`src/rtl/snn_interfaces_pkg.sv`:
```
// Shared SNN datapath types: spike event record and convolution scanner states.
package snn_interfaces_pkg;

    localparam int SNN_IN_CHANNELS   = 2;
    localparam int SNN_COORD_BITS    = 8;
    localparam int SNN_TIMESTEP_BITS = 8;

    typedef struct packed {
        logic [SNN_TIMESTEP_BITS-1:0] timestep;
        logic [SNN_COORD_BITS-1:0]    x;
        logic [SNN_COORD_BITS-1:0]    y;
        logic [SNN_IN_CHANNELS-1:0]   spikes;
    } output_vector_t;

    typedef enum logic {
        ST_IDLE,
        ST_SCAN
    } conv_state_t;

endpackage

```
`src/rtl/kernel_bram_if.sv`:
```
// Single-port kernel weight memory bus between the convolution core and its BRAM.
interface kernel_bram_if #(
    parameter int ADDR_W = 5,
    parameter int DATA_W = 12
);
    logic [ADDR_W-1:0] addr;
    logic [DATA_W-1:0] data_in;
    logic [DATA_W-1:0] data_out;
    logic              we;
    logic              en;

    modport bram_module (input addr, data_in, we, en, output data_out);
    modport conv_module (output addr, data_in, we, en, input data_out);
endinterface

```
`src/rtl/kernel_bram.sv`:
```
// Kernel weight store: one word per (channel, ky, kx), OUT_CHANNELS signed weights per word.
module kernel_bram
    import snn_interfaces_pkg::*;
#(
    parameter int KERNEL_WEIGHT_BITS = 6,
    parameter int KERNEL_SIZE        = 3,
    parameter int IN_CHANNELS        = 2,
    parameter int OUT_CHANNELS       = 2
) (
    input logic                  clk,
    input logic                  rst_n,
    kernel_bram_if.bram_module   bus
);

    localparam int DEPTH  = IN_CHANNELS * KERNEL_SIZE * KERNEL_SIZE;
    localparam int DATA_W = OUT_CHANNELS * KERNEL_WEIGHT_BITS;

    logic [DATA_W-1:0] r_mem [DEPTH];

    // Array kept out of the reset path so it maps onto block RAM.
    always_ff @(posedge clk) begin
        if (bus.en && bus.we) begin
            r_mem[bus.addr] <= bus.data_in;
        end
    end

    always_ff @(posedge clk) begin
        if (!rst_n) begin
            bus.data_out <= '0;
        end else if (bus.en && !bus.we) begin
            bus.data_out <= r_mem[bus.addr];
        end
    end

endmodule

```
`src/rtl/convolution_2d.sv`:
```
// Event-driven 2-D convolution scatter core; define CONV_ZERO_SKIP_EN to suppress
// updates whose kernel word is all zero.
module convolution_2d
    import snn_interfaces_pkg::*;
#(
    parameter int IN_CHANNELS        = SNN_IN_CHANNELS,
    parameter int OUT_CHANNELS       = 2,
    parameter int KERNEL_SIZE        = 3,
    parameter int KERNEL_WEIGHT_BITS = 6,
    parameter int IMG_WIDTH          = 32,
    parameter int IMG_HEIGHT         = 32,
    parameter int COORD_BITS         = SNN_COORD_BITS,
    parameter int TIMESTEP_BITS      = SNN_TIMESTEP_BITS,
    localparam int DEPTH             = IN_CHANNELS * KERNEL_SIZE * KERNEL_SIZE,
    localparam int ADDR_W            = $clog2(DEPTH),
    localparam int DATA_W            = OUT_CHANNELS * KERNEL_WEIGHT_BITS
) (
    input  logic                     clk,
    input  logic                     rst_n,
    input  output_vector_t           event_in,
    input  logic                     event_valid,
    output logic                     event_ready,
    input  logic                     cfg_en,
    input  logic                     cfg_we,
    input  logic [ADDR_W-1:0]        cfg_addr,
    input  logic [DATA_W-1:0]        cfg_wdata,
    output logic [DATA_W-1:0]        cfg_rdata,
    output logic                     upd_valid,
    output logic [COORD_BITS-1:0]    upd_x,
    output logic [COORD_BITS-1:0]    upd_y,
    output logic [TIMESTEP_BITS-1:0] upd_timestep,
    output logic [DATA_W-1:0]        upd_weights
);

    localparam int HALF = KERNEL_SIZE / 2;
    localparam int KW   = (KERNEL_SIZE > 1) ? $clog2(KERNEL_SIZE) : 1;
    localparam int CW   = (IN_CHANNELS > 1) ? $clog2(IN_CHANNELS) : 1;
    localparam int SW   = COORD_BITS + 2;
    localparam logic [KW-1:0] K_LAST = KW'(KERNEL_SIZE - 1);

    conv_state_t              r_state;
    logic [TIMESTEP_BITS-1:0] r_ts;
    logic [COORD_BITS-1:0]    r_x;
    logic [COORD_BITS-1:0]    r_y;
    logic [IN_CHANNELS-1:0]   r_spikes;
    logic [CW-1:0]            r_ch;
    logic [KW-1:0]            r_ky;
    logic [KW-1:0]            r_kx;
    logic                     r_tap_valid;
    logic [COORD_BITS-1:0]    r_upd_x;
    logic [COORD_BITS-1:0]    r_upd_y;
    logic [TIMESTEP_BITS-1:0] r_upd_ts;
    logic                     r_cfg_pend;
    logic [DATA_W-1:0]        r_cfg_hold;

    logic                     w_accept;
    logic [CW-1:0]            w_first_ch;
    logic                     w_found_first;
    logic [CW-1:0]            w_next_ch;
    logic                     w_has_next;
    logic [ADDR_W-1:0]        w_scan_addr;
    logic [SW-1:0]            w_ox;
    logic [SW-1:0]            w_oy;
    logic                     w_inbound;
    logic                     w_tap_emit;
    logic [DATA_W-1:0]        w_bram_rdata;

    kernel_bram_if #(.ADDR_W(ADDR_W), .DATA_W(DATA_W)) bram_bus ();

    kernel_bram #(
        .KERNEL_WEIGHT_BITS (KERNEL_WEIGHT_BITS),
        .KERNEL_SIZE        (KERNEL_SIZE),
        .IN_CHANNELS        (IN_CHANNELS),
        .OUT_CHANNELS       (OUT_CHANNELS)
    ) u_kernel_bram (
        .clk   (clk),
        .rst_n (rst_n),
        .bus   (bram_bus.bram_module)
    );

    // Config port owns the memory only while idle; the scanner reads it in SCAN.
    always_comb begin
        bram_bus.data_in = cfg_wdata;
        if (r_state == ST_SCAN) begin
            bram_bus.en   = 1'b1;
            bram_bus.we   = 1'b0;
            bram_bus.addr = w_scan_addr;
        end else begin
            bram_bus.en   = cfg_en;
            bram_bus.we   = cfg_we;
            bram_bus.addr = cfg_addr;
        end
    end

    assign w_bram_rdata = bram_bus.data_out;
    assign event_ready  = (r_state == ST_IDLE);
    assign w_accept     = event_valid && (r_state == ST_IDLE) && !cfg_en;

    always_comb begin
        w_first_ch    = '0;
        w_found_first = 1'b0;
        w_next_ch     = '0;
        w_has_next    = 1'b0;
        for (int unsigned c = 0; c < IN_CHANNELS; c++) begin
            if (!w_found_first && event_in.spikes[c]) begin
                w_found_first = 1'b1;
                w_first_ch    = CW'(c);
            end
            if (!w_has_next && (c > 32'(r_ch)) && r_spikes[c]) begin
                w_has_next = 1'b1;
                w_next_ch  = CW'(c);
            end
        end
    end

    assign w_scan_addr = ADDR_W'((32'(r_ch) * KERNEL_SIZE + 32'(r_ky)) * KERNEL_SIZE + 32'(r_kx));

    // Two guard bits keep x + kx - K/2 signed so negative targets are detectable.
    assign w_ox      = SW'(r_x) + SW'(r_kx) - SW'(HALF);
    assign w_oy      = SW'(r_y) + SW'(r_ky) - SW'(HALF);
    assign w_inbound = !w_ox[SW-1] && (w_ox < SW'(IMG_WIDTH)) &&
                       !w_oy[SW-1] && (w_oy < SW'(IMG_HEIGHT));

    always_ff @(posedge clk) begin
        if (!rst_n) begin
            r_state     <= ST_IDLE;
            r_ts        <= '0;
            r_x         <= '0;
            r_y         <= '0;
            r_spikes    <= '0;
            r_ch        <= '0;
            r_ky        <= '0;
            r_kx        <= '0;
            r_tap_valid <= 1'b0;
            r_upd_x     <= '0;
            r_upd_y     <= '0;
            r_upd_ts    <= '0;
        end else begin
            r_tap_valid <= 1'b0;
            case (r_state)
                ST_IDLE: begin
                    if (w_accept) begin
                        r_ts     <= event_in.timestep;
                        r_x      <= event_in.x;
                        r_y      <= event_in.y;
                        r_spikes <= event_in.spikes;
                        r_ch     <= w_first_ch;
                        r_ky     <= '0;
                        r_kx     <= '0;
                        if (|event_in.spikes) begin
                            r_state <= ST_SCAN;
                        end
                    end
                end
                ST_SCAN: begin
                    r_tap_valid <= w_inbound;
                    r_upd_x     <= w_ox[COORD_BITS-1:0];
                    r_upd_y     <= w_oy[COORD_BITS-1:0];
                    r_upd_ts    <= r_ts;
                    if (r_kx == K_LAST) begin
                        r_kx <= '0;
                        if (r_ky == K_LAST) begin
                            r_ky <= '0;
                            if (w_has_next) begin
                                r_ch <= w_next_ch;
                            end else begin
                                r_state <= ST_IDLE;
                            end
                        end else begin
                            r_ky <= r_ky + 1'b1;
                        end
                    end else begin
                        r_kx <= r_kx + 1'b1;
                    end
                end
                default: r_state <= ST_IDLE;
            endcase
        end
    end

    // Read data is live on the BRAM register the cycle after a strobe, then held.
    always_ff @(posedge clk) begin
        if (!rst_n) begin
            r_cfg_pend <= 1'b0;
            r_cfg_hold <= '0;
        end else begin
            r_cfg_pend <= (r_state == ST_IDLE) && cfg_en && !cfg_we;
            if (r_cfg_pend) begin
                r_cfg_hold <= w_bram_rdata;
            end
        end
    end

    assign cfg_rdata = r_cfg_pend ? w_bram_rdata : r_cfg_hold;

`ifdef CONV_ZERO_SKIP_EN
    assign w_tap_emit = r_tap_valid && (|w_bram_rdata);
`else
    assign w_tap_emit = r_tap_valid;
`endif

    assign upd_valid    = w_tap_emit;
    assign upd_x        = r_upd_x;
    assign upd_y        = r_upd_y;
    assign upd_timestep = r_upd_ts;
    assign upd_weights  = w_tap_emit ? w_bram_rdata : '0;

endmodule

```
`config.mk`:
```
export PLATFORM = sky130hd
export DESIGN_NAME = convolution_2d
export DESIGN_NICKNAME = d
export VERILOG_FILES = /design/src/rtl/snn_interfaces_pkg.sv /design/src/rtl/kernel_bram_if.sv /design/src/rtl/kernel_bram.sv /design/src/rtl/convolution_2d.sv
export SDC_FILE = /design/constraint.sdc
export NUM_CORES = 1
export LEC_CHECK = 0
export CELL_PAD_IN_SITES_DETAIL_PLACEMENT = 1
export CELL_PAD_IN_SITES_GLOBAL_PLACEMENT = 2
export CORE_ASPECT_RATIO = 1.1
export CORE_MARGIN = 8
export CORE_UTILIZATION = 45
export DETAILED_ROUTE_END_ITERATION = 10
export PLACE_DENSITY = 0.89
export SLEW_MARGIN = 20
export SYNTH_ARGS = -nofsm -noshare
export SYNTH_HDL_FRONTEND = slang
export SYNTH_SLANG_ARGS = --single-unit
```
`constraint.sdc`:
```
create_clock -name clk -period 12 [get_ports clk]
set_input_delay 1.8 -clock clk [delete_from_list [all_inputs] [get_ports clk]]
set_output_delay 1.8 -clock clk [all_outputs]
set_load 0.02 [all_outputs]
```
==> run summary, run 1 <==
Status -> complete, no violations
Asr flop ratio synth -> 0%
Post-synth EDFFs -> 216
RSZ-0062 raised after global routing -> no
Min Hold Slack -> 453 ps
Worst Setup SP -> cfg_addr[0]
Final period util -> 37.5%
Height of the die -> 188 µm
R2r startpoint -> r_ky[0]$_SDFFE_PN0P_
Hold buffer count at CTS -> 0
Crit end category -> flip-flop
Syn_nets -> 901
Crit path max-delay cell type -> buf_4
Critical Path Start Type -> input port
Post-CTS Resized -> 0
Max-Cap Viols -> 0
Mapped Area -> 0.0122 mm²
Reg power frac -> 49.4%
Clock share of power -> 40.6%
I/O pins -> 98
Int Pwr -> 1770 µW
Placed Cells -> 1250
Switching fraction of total power -> 23.2%
Vias -> 7416
Power Dens Cells -> 158 mW/mm²
Starting Density -> 45.4%
Req. time, crit path -> 12430 ps
Netlist cell types -> 51
Vias in the first global route -> 7913
Crit-path cells -> clkdlybuf4s50_1 -> nor2b_1 -> a21oi_4 -> buf_4 -> mux4_2 -> a221oi_1 -> a21oi_1
Initial antenna violation count -> 1
WP buf/inv -> 2
ANT nets after route -> 0
Root buf cell -> clkbuf_16
Core Rows -> 63
WL final -> 31800 µm
Fmax -> 222 MHz
Port buffer count -> 97
Setup violators final -> 0
Logic pwr share -> 10.0%
Remaining DRCs -> 0
Crit path time final -> 4510 ps
Slew @ Worst Pin -> 1050 ps
GPL Wtd Cong -> 0.779
Area grow syn2layout -> 19.9%
First-pass GRT wire length -> 48300 µm
Total CTS buffers -> 29
Largest net degree at the start of global routing -> 54
Post-CTS Setup Bufs -> 0
Crit path DAT -> 4930 ps
Die area -> 0.0325 mm²
Peak VDD IR -> 0.0836 mV
Nets -> 1005
Reg clk slew, reported paths -> 60 ps
Core ar. -> 0.0268 mm²
Delay-heaviest family, CP -> buffers and inverters
Clock Skew -> 14.7 ps
Worst min-delay path class -> reg -> reg
Post-Route Setup TNS -> 0 ps
Yosys warning count -> 0
TritonCTS Sinks -> 297
Max Root-Sink Buffers -> 3
Detail Placement HPWL -> 20400 µm
Die Width -> 173 µm
Main synth FF type -> edfxtp_1
Via density -> 5.69
Syn avg cell area -> 14.8 µm²
Setup CP Type -> in -> reg
Mapped Cells -> 820
H-tree depth -> 1
Non-filler cells in the finished layout -> 1304
Max Transition Viols Final -> 0
Worst slew margin -> 29.4%
Slowest stage delay, CP -> 850 ps
Worst-path maximum fanout -> 50
CTS tree -> yes
Synth area leaders -> edfxtp_1, dfxtp_1, mux4_2, ha_1, mux2i_1
Layout cells sized above 1 -> 15.1%
Synth top area share -> 53.4%
Grt total ovfl -> 0
ANT cells -> 0
Clock Latency Late Sink -> 560 ps
Gr usage total -> 19.2%
Pleak -> 0.00494 µW
Yosys reg bits -> 297
Psw -> 533 µW
Sequential share of the synthesized area -> 66.7%
DR WL/cell -> 24.4 µm
First-pass detailed-route iteration total -> 5
DRT iter0 DRCs -> 524
Hold Crit Start -> r_ts[4]$_SDFFE_PN0P_
Synth area leader -> edfxtp_1
Fin. Hold Viols -> 0
-- flip-flops by register name, summed over array words and instances, names as in the netlist --
name / count
u_kernel_bram.r_mem: 216
r_ts: 8
r_ch: 1
r_x: 8
r_ky: 2
upd_y: 8
r_spikes: 1
upd_timestep: 8
upd_valid: 1
upd_x: 8
u_kernel_bram.bus.data_out: 12
r_kx: 2
r_cfg_pend: 1
r_state: 1
r_y: 8
r_cfg_hold: 12
-- stage by stage --
stage | total power, µW | setup slack, ps | area (µm²) | utilization (%)
6_report | 2300 | 7490 | 14600 | 54.4
5_1_grt | 2370 | 7310 | 14600 | 54.4
4_1_cts | 2320 | 7460 | 14600 | 54.4
3_5_place_dp | 1390 | 6900 | 13600 | 50.7
3_3_place_gp | 1380 | 7080 | 13600 | 50.7
2_1_floorplan | 1290 | 7990 | 12200 | -
-- path summary, 6_finish.rpt --
path         slack, ps                                         end  cells after the start
min reg2reg        450                        r_ts[4]$_SDFFE_PN0P_                      2
min                450                        r_ts[4]$_SDFFE_PN0P_                      2
max               7490  u_kernel_bram.bus.data_out[2]$_SDFFE_PN0P_                      7
max reg2reg       7570         u_kernel_bram.r_mem[6][3]$_DFFE_PP_                     11
-- power by group through the flow --
stage                     Sequential [µW]  Clock (µW)  Combinational (µW)
after global placement               1160           0                 223
final                                1140         933                 230
after CTS                            1140         947                 233
after global routing                 1140         983                 250
after floorplan                      1160           0                 140
after detailed placement             1160           0                 230
-- cells in the mapped netlist (3+ instances only) --
cell type  count
nor3_1        12
or3_1          3
nand3_1        6
xnor2_1        7
nor2_1        49
a221oi_1      14
a21oi_1       47
o21ai_0       32
buf_4          3
buf_2          9
dfxtp_1       81
inv_1         39
and2_1        25
mux2i_1       29
o21bai_1       3
a21o_1         6
edfxtp_1     216
a22oi_1       12
ha_1          28
nand2b_1       5
a211oi_1       7
mux2_2        12
a31oi_1        6
fa_1           5
nand2_1       57
mux4_2        48
nor2b_1        5
clkbuf_1      27
-- placed cells by master, fill, tap and decap left out, drive strengths merged, types with 29 or more instances in the layout --
master and instances:
a21oi 49, clkbuf 38, clkdlybuf4s50 97, dfxtp 81, edfxtp 216, inv 41
mux2i 29, mux4 48, nand2 57, nor2 49, o21ai 33
-- cell families (layout without fill, tap and decap cells) --
family                     after synthesis  in the layout  share of synthesized area (%)
AOI/OAI and AO/OA                      140            140                           7.32
xor gates and xnor gates                 7              7                          0.504
muxes                                   89             89                           12.4
adders and majority gates               33             33                           3.71
and+or+nand+nor                        174            174                           6.72
buffers and inverters                   80            207                           2.66
DFF                                    297            297                           66.7
-- metal layers --
metal	wire length (µm)	global-route usage (%)	vias up
met1	13000	24.7	3747
met2	15800	32.8	282
met5	10	0	-
met3	1990	3.06	66
li1	-	-	3319
met4	982	6.60	2
-- area by class of cell --
cell class | instances | area (µm²)
fill | 2587 | 12200
timing repair buffer | 113 | 1090
clock inverter | 16 | 196
clock buffer | 38 | 783
multi-input combinational | 443 | 3800
sequential | 297 | 8110
tap | 357 | 447
inverter | 40 | 150
-- tightest hold or removal path, delay by kind of cell (launching register included) --
family,cells,cell delay (ps)
and+or+nand+nor,1,50
AOI/OAI and AO/OA,1,50
DFF,1,310
Note: power is estimated with default switching activity, not from simulation.
==> inputs of run 2 (changes only) <==
--- a/config.mk
+++ b/config.mk
@@ -9,9 +9,9 @@
 export CELL_PAD_IN_SITES_GLOBAL_PLACEMENT = 2
 export CORE_ASPECT_RATIO = 1.1
 export CORE_MARGIN = 8
-export CORE_UTILIZATION = 45
+export CORE_UTILIZATION = 38
 export DETAILED_ROUTE_END_ITERATION = 10
-export PLACE_DENSITY = 0.89
+export PLACE_DENSITY = 0.81
 export SLEW_MARGIN = 20
 export SYNTH_ARGS = -nofsm -noshare
 export SYNTH_HDL_FRONTEND = slang
==> constraint.sdc (replaced) <==
create_clock -name clk -period 4.09 [get_ports clk]
set_input_delay 0.6135 -clock clk [delete_from_list [all_inputs] [get_ports clk]]
set_output_delay 0.6135 -clock clk [all_outputs]
set_load 0.02 [all_outputs]
==> run summary, run 2 (same netlist as run 1, synthesis figures left out) <==
Clock Latency Late Sink -> 570 ps
DRT iter0 DRCs -> 629
Nets -> 1021
Gr busiest metal -> met2
Peak VDD IR -> 0.316 mV
First-pass detailed-route iteration total -> 5
RSZ-0062 raised after global routing -> no
Die Width -> 187 µm
R2r startpoint -> r_ky[0]$_SDFFE_PN0P_
Clock share of power -> 40.3%
Fin. Hold Viols -> 0
FF-to-FF End -> u_kernel_bram.bus.data_out[10]$_SDFFE_PN0P_
Clock Skew -> 29.1 ps
Hold Path Sink -> r_x[1]$_SDFFE_PN0P_
Reg clk slew, reported paths -> 60 ps
Commonest non-fill, non-tap cell in the layout -> edfxtp_1
Flip-flop and latch area -> 0.00811 mm²
Gr usage total -> 16.1%
Reg power frac -> 49.1%
Logic pwr share -> 10.6%
Slowest stage delay, CP -> 510 ps
Post-CTS Resized -> 0
Global routing usage on met2 -> 26.4%
Detail Placement HPWL -> 22000 µm
Core Rows -> 68
Placed Area -> 0.0138 mm²
ANT nets after route -> 0
Largest net degree at the start of global routing -> 53
Hold buffer count at CTS -> 0
Via density -> 5.34
Core ar. -> 0.0315 mm²
Fin area -> 0.0148 mm²
Worst slew margin -> 41.2%
Req. time, crit path -> 4560 ps
WP buf/inv -> 3
Reg with most FFs -> u_kernel_bram.r_mem
Reg-to-reg setup timing slack -> 300 ps
Power Dens Cells -> 457 mW/mm²
Post-Route Setup TNS -> 0 ps
Met3 Track Usage GR -> 2.63%
Port buffer count -> 97
Crit end category -> flip-flop
Multi-input combinational cell area -> 0.00377 mm²
Worst min-delay path class -> reg -> reg
Fillcell total -> 3160
Most frequent cells in the layout -> edfxtp_1, clkdlybuf4s50_1, dfxtp_1
Final period util -> 92.6%
Die area -> 0.0380 mm²
Number of flip-flops in the largest register -> 216
Crit-path cells -> ha_1 -> inv_1 -> fa_1 -> fa_1 -> inv_1 -> ha_1 -> fa_1 -> inv_1 -> o2bb2a_1 -> nor2_2 -> a22oi_1 -> a21oi_1
Total CTS buffers -> 31
I/O pins -> 98
Fmax -> 264 MHz
DR WL/cell -> 22.8 µm
Vias -> 7392
Slew @ Worst Pin -> 879 ps
Grt total ovfl -> 0
Setup CP Type -> reg -> reg
Delay-heaviest family, CP -> adder cells
Status -> complete, no violations
Worst-path maximum fanout -> 12
H-tree depth -> 1
Pleak -> 0.00505 µW
Layout cells sized above 1 -> 15.7%
ANT cells -> 0
TritonCTS Sinks -> 297
Max Transition Viols Final -> 0
Crit path time final -> 3790 ps
Final core utilization -> 47.1%
CTS tree -> yes
Hold depth -> 2
Setup violators final -> 0
Final setup margin -> 302 ps
Starting Density -> 38.6%
Place WS -> 74.4 ps
Switching fraction of total power -> 23.7%
Int Pwr -> 5170 µW
Area grow syn2layout -> 21.9%
Top Registers -> u_kernel_bram.r_mem x216, r_cfg_hold x12, u_kernel_bram.bus.data_out x12
Crit path DAT -> 4260 ps
Vias in the first global route -> 7655
R2R depth -> 12
Max-Cap Viols -> 0
Height of the die -> 204 µm
Crit path max-delay cell type -> fa_1
WL final -> 31600 µm
GPL Wtd Cong -> 0.827
Psw -> 1600 µW
Met1 usage -> 22.0%
Initial antenna violation count -> 0
Max Root-Sink Buffers -> 3
First-pass GRT wire length -> 47700 µm
Remaining DRCs -> 0
Post-CTS Setup Bufs -> 0
Critical Path Start Type -> flip-flop
Hold Crit Start -> r_x[1]$_SDFFE_PN0P_
Root buf cell -> clkbuf_16
Min Hold Slack -> 454 ps
run 2: cell count changes in the layout (fill, tap and decap cells not counted), sizes merged:
cell,previous run,this run
clkinv,9,14
clkinvlp,2,3
clkbuf,38,35
bufinv,4,3
buf,16,30
run 2: worst max-delay path by stage:
stage | startpoint | endpoint | slack (ps) | cells past startpoint
global route | r_ky[0]$_SDFFE_PN0P_ | u_kernel_bram.bus.data_out[4]$_SDFFE_PN0P_ | 110 | 12
global placement | r_ky[0]$_SDFFE_PN0P_ | u_kernel_bram.bus.data_out[10]$_SDFFE_PN0P_ | 190 | 12
floorplan | r_ky[0]$_SDFFE_PN0P_ | u_kernel_bram.r_mem[12][0]$_DFFE_PP_ | 80 | 11
CTS | r_ky[0]$_SDFFE_PN0P_ | u_kernel_bram.bus.data_out[10]$_SDFFE_PN0P_ | 50 | 12
finish | r_ky[0]$_SDFFE_PN0P_ | u_kernel_bram.bus.data_out[10]$_SDFFE_PN0P_ | 300 | 12
detailed placement | r_ky[0]$_SDFFE_PN0P_ | u_kernel_bram.bus.data_out[10]$_SDFFE_PN0P_ | 70 | 12
run 2: final cells by class:
cell class                 count  share of cell area [%]
sequential                   297                    54.7
multi-input combinational    443                    25.5
timing repair buffer         127                    8.58
clock buffer                  35                    5.34
tap                          420                    3.55
clock inverter                21                    1.32
inverter                      40                    1.01
run 2: routing by layer:
layer | routed length (µm) | part of all wire [%] | up-vias
li1 | - | - | 3337
met1 | 14200 | 45 | 3777
met2 | 15000 | 48 | 236
met3 | 1830 | 5.8 | 42
met4 | 560 | 1.8 | 0
met5 | 0 | 0 | -
run 2: through the flow:
step,instances,total power (µW)
finish,1383,6770
global route,1383,7000
CTS,1383,6840
detailed placement,1327,4110
global placement,1327,4100
floorplan,820,3800
run 2: power groups by stage:
stage,Sequential (µW),Clock [µW],Combinational (µW)
5_1_grt,3330,2890,776
3_3_place_gp,3390,0,708
2_1_floorplan,3390,0,410
3_5_place_dp,3390,0,721
6_report,3330,2720,719
4_1_cts,3330,2780,726
run 2: tightest hold or removal path, cell delays in order, from the launching register on:
cell and delay (ps):
dfxtp_1 310, nand2_1 50, a21oi_1 50
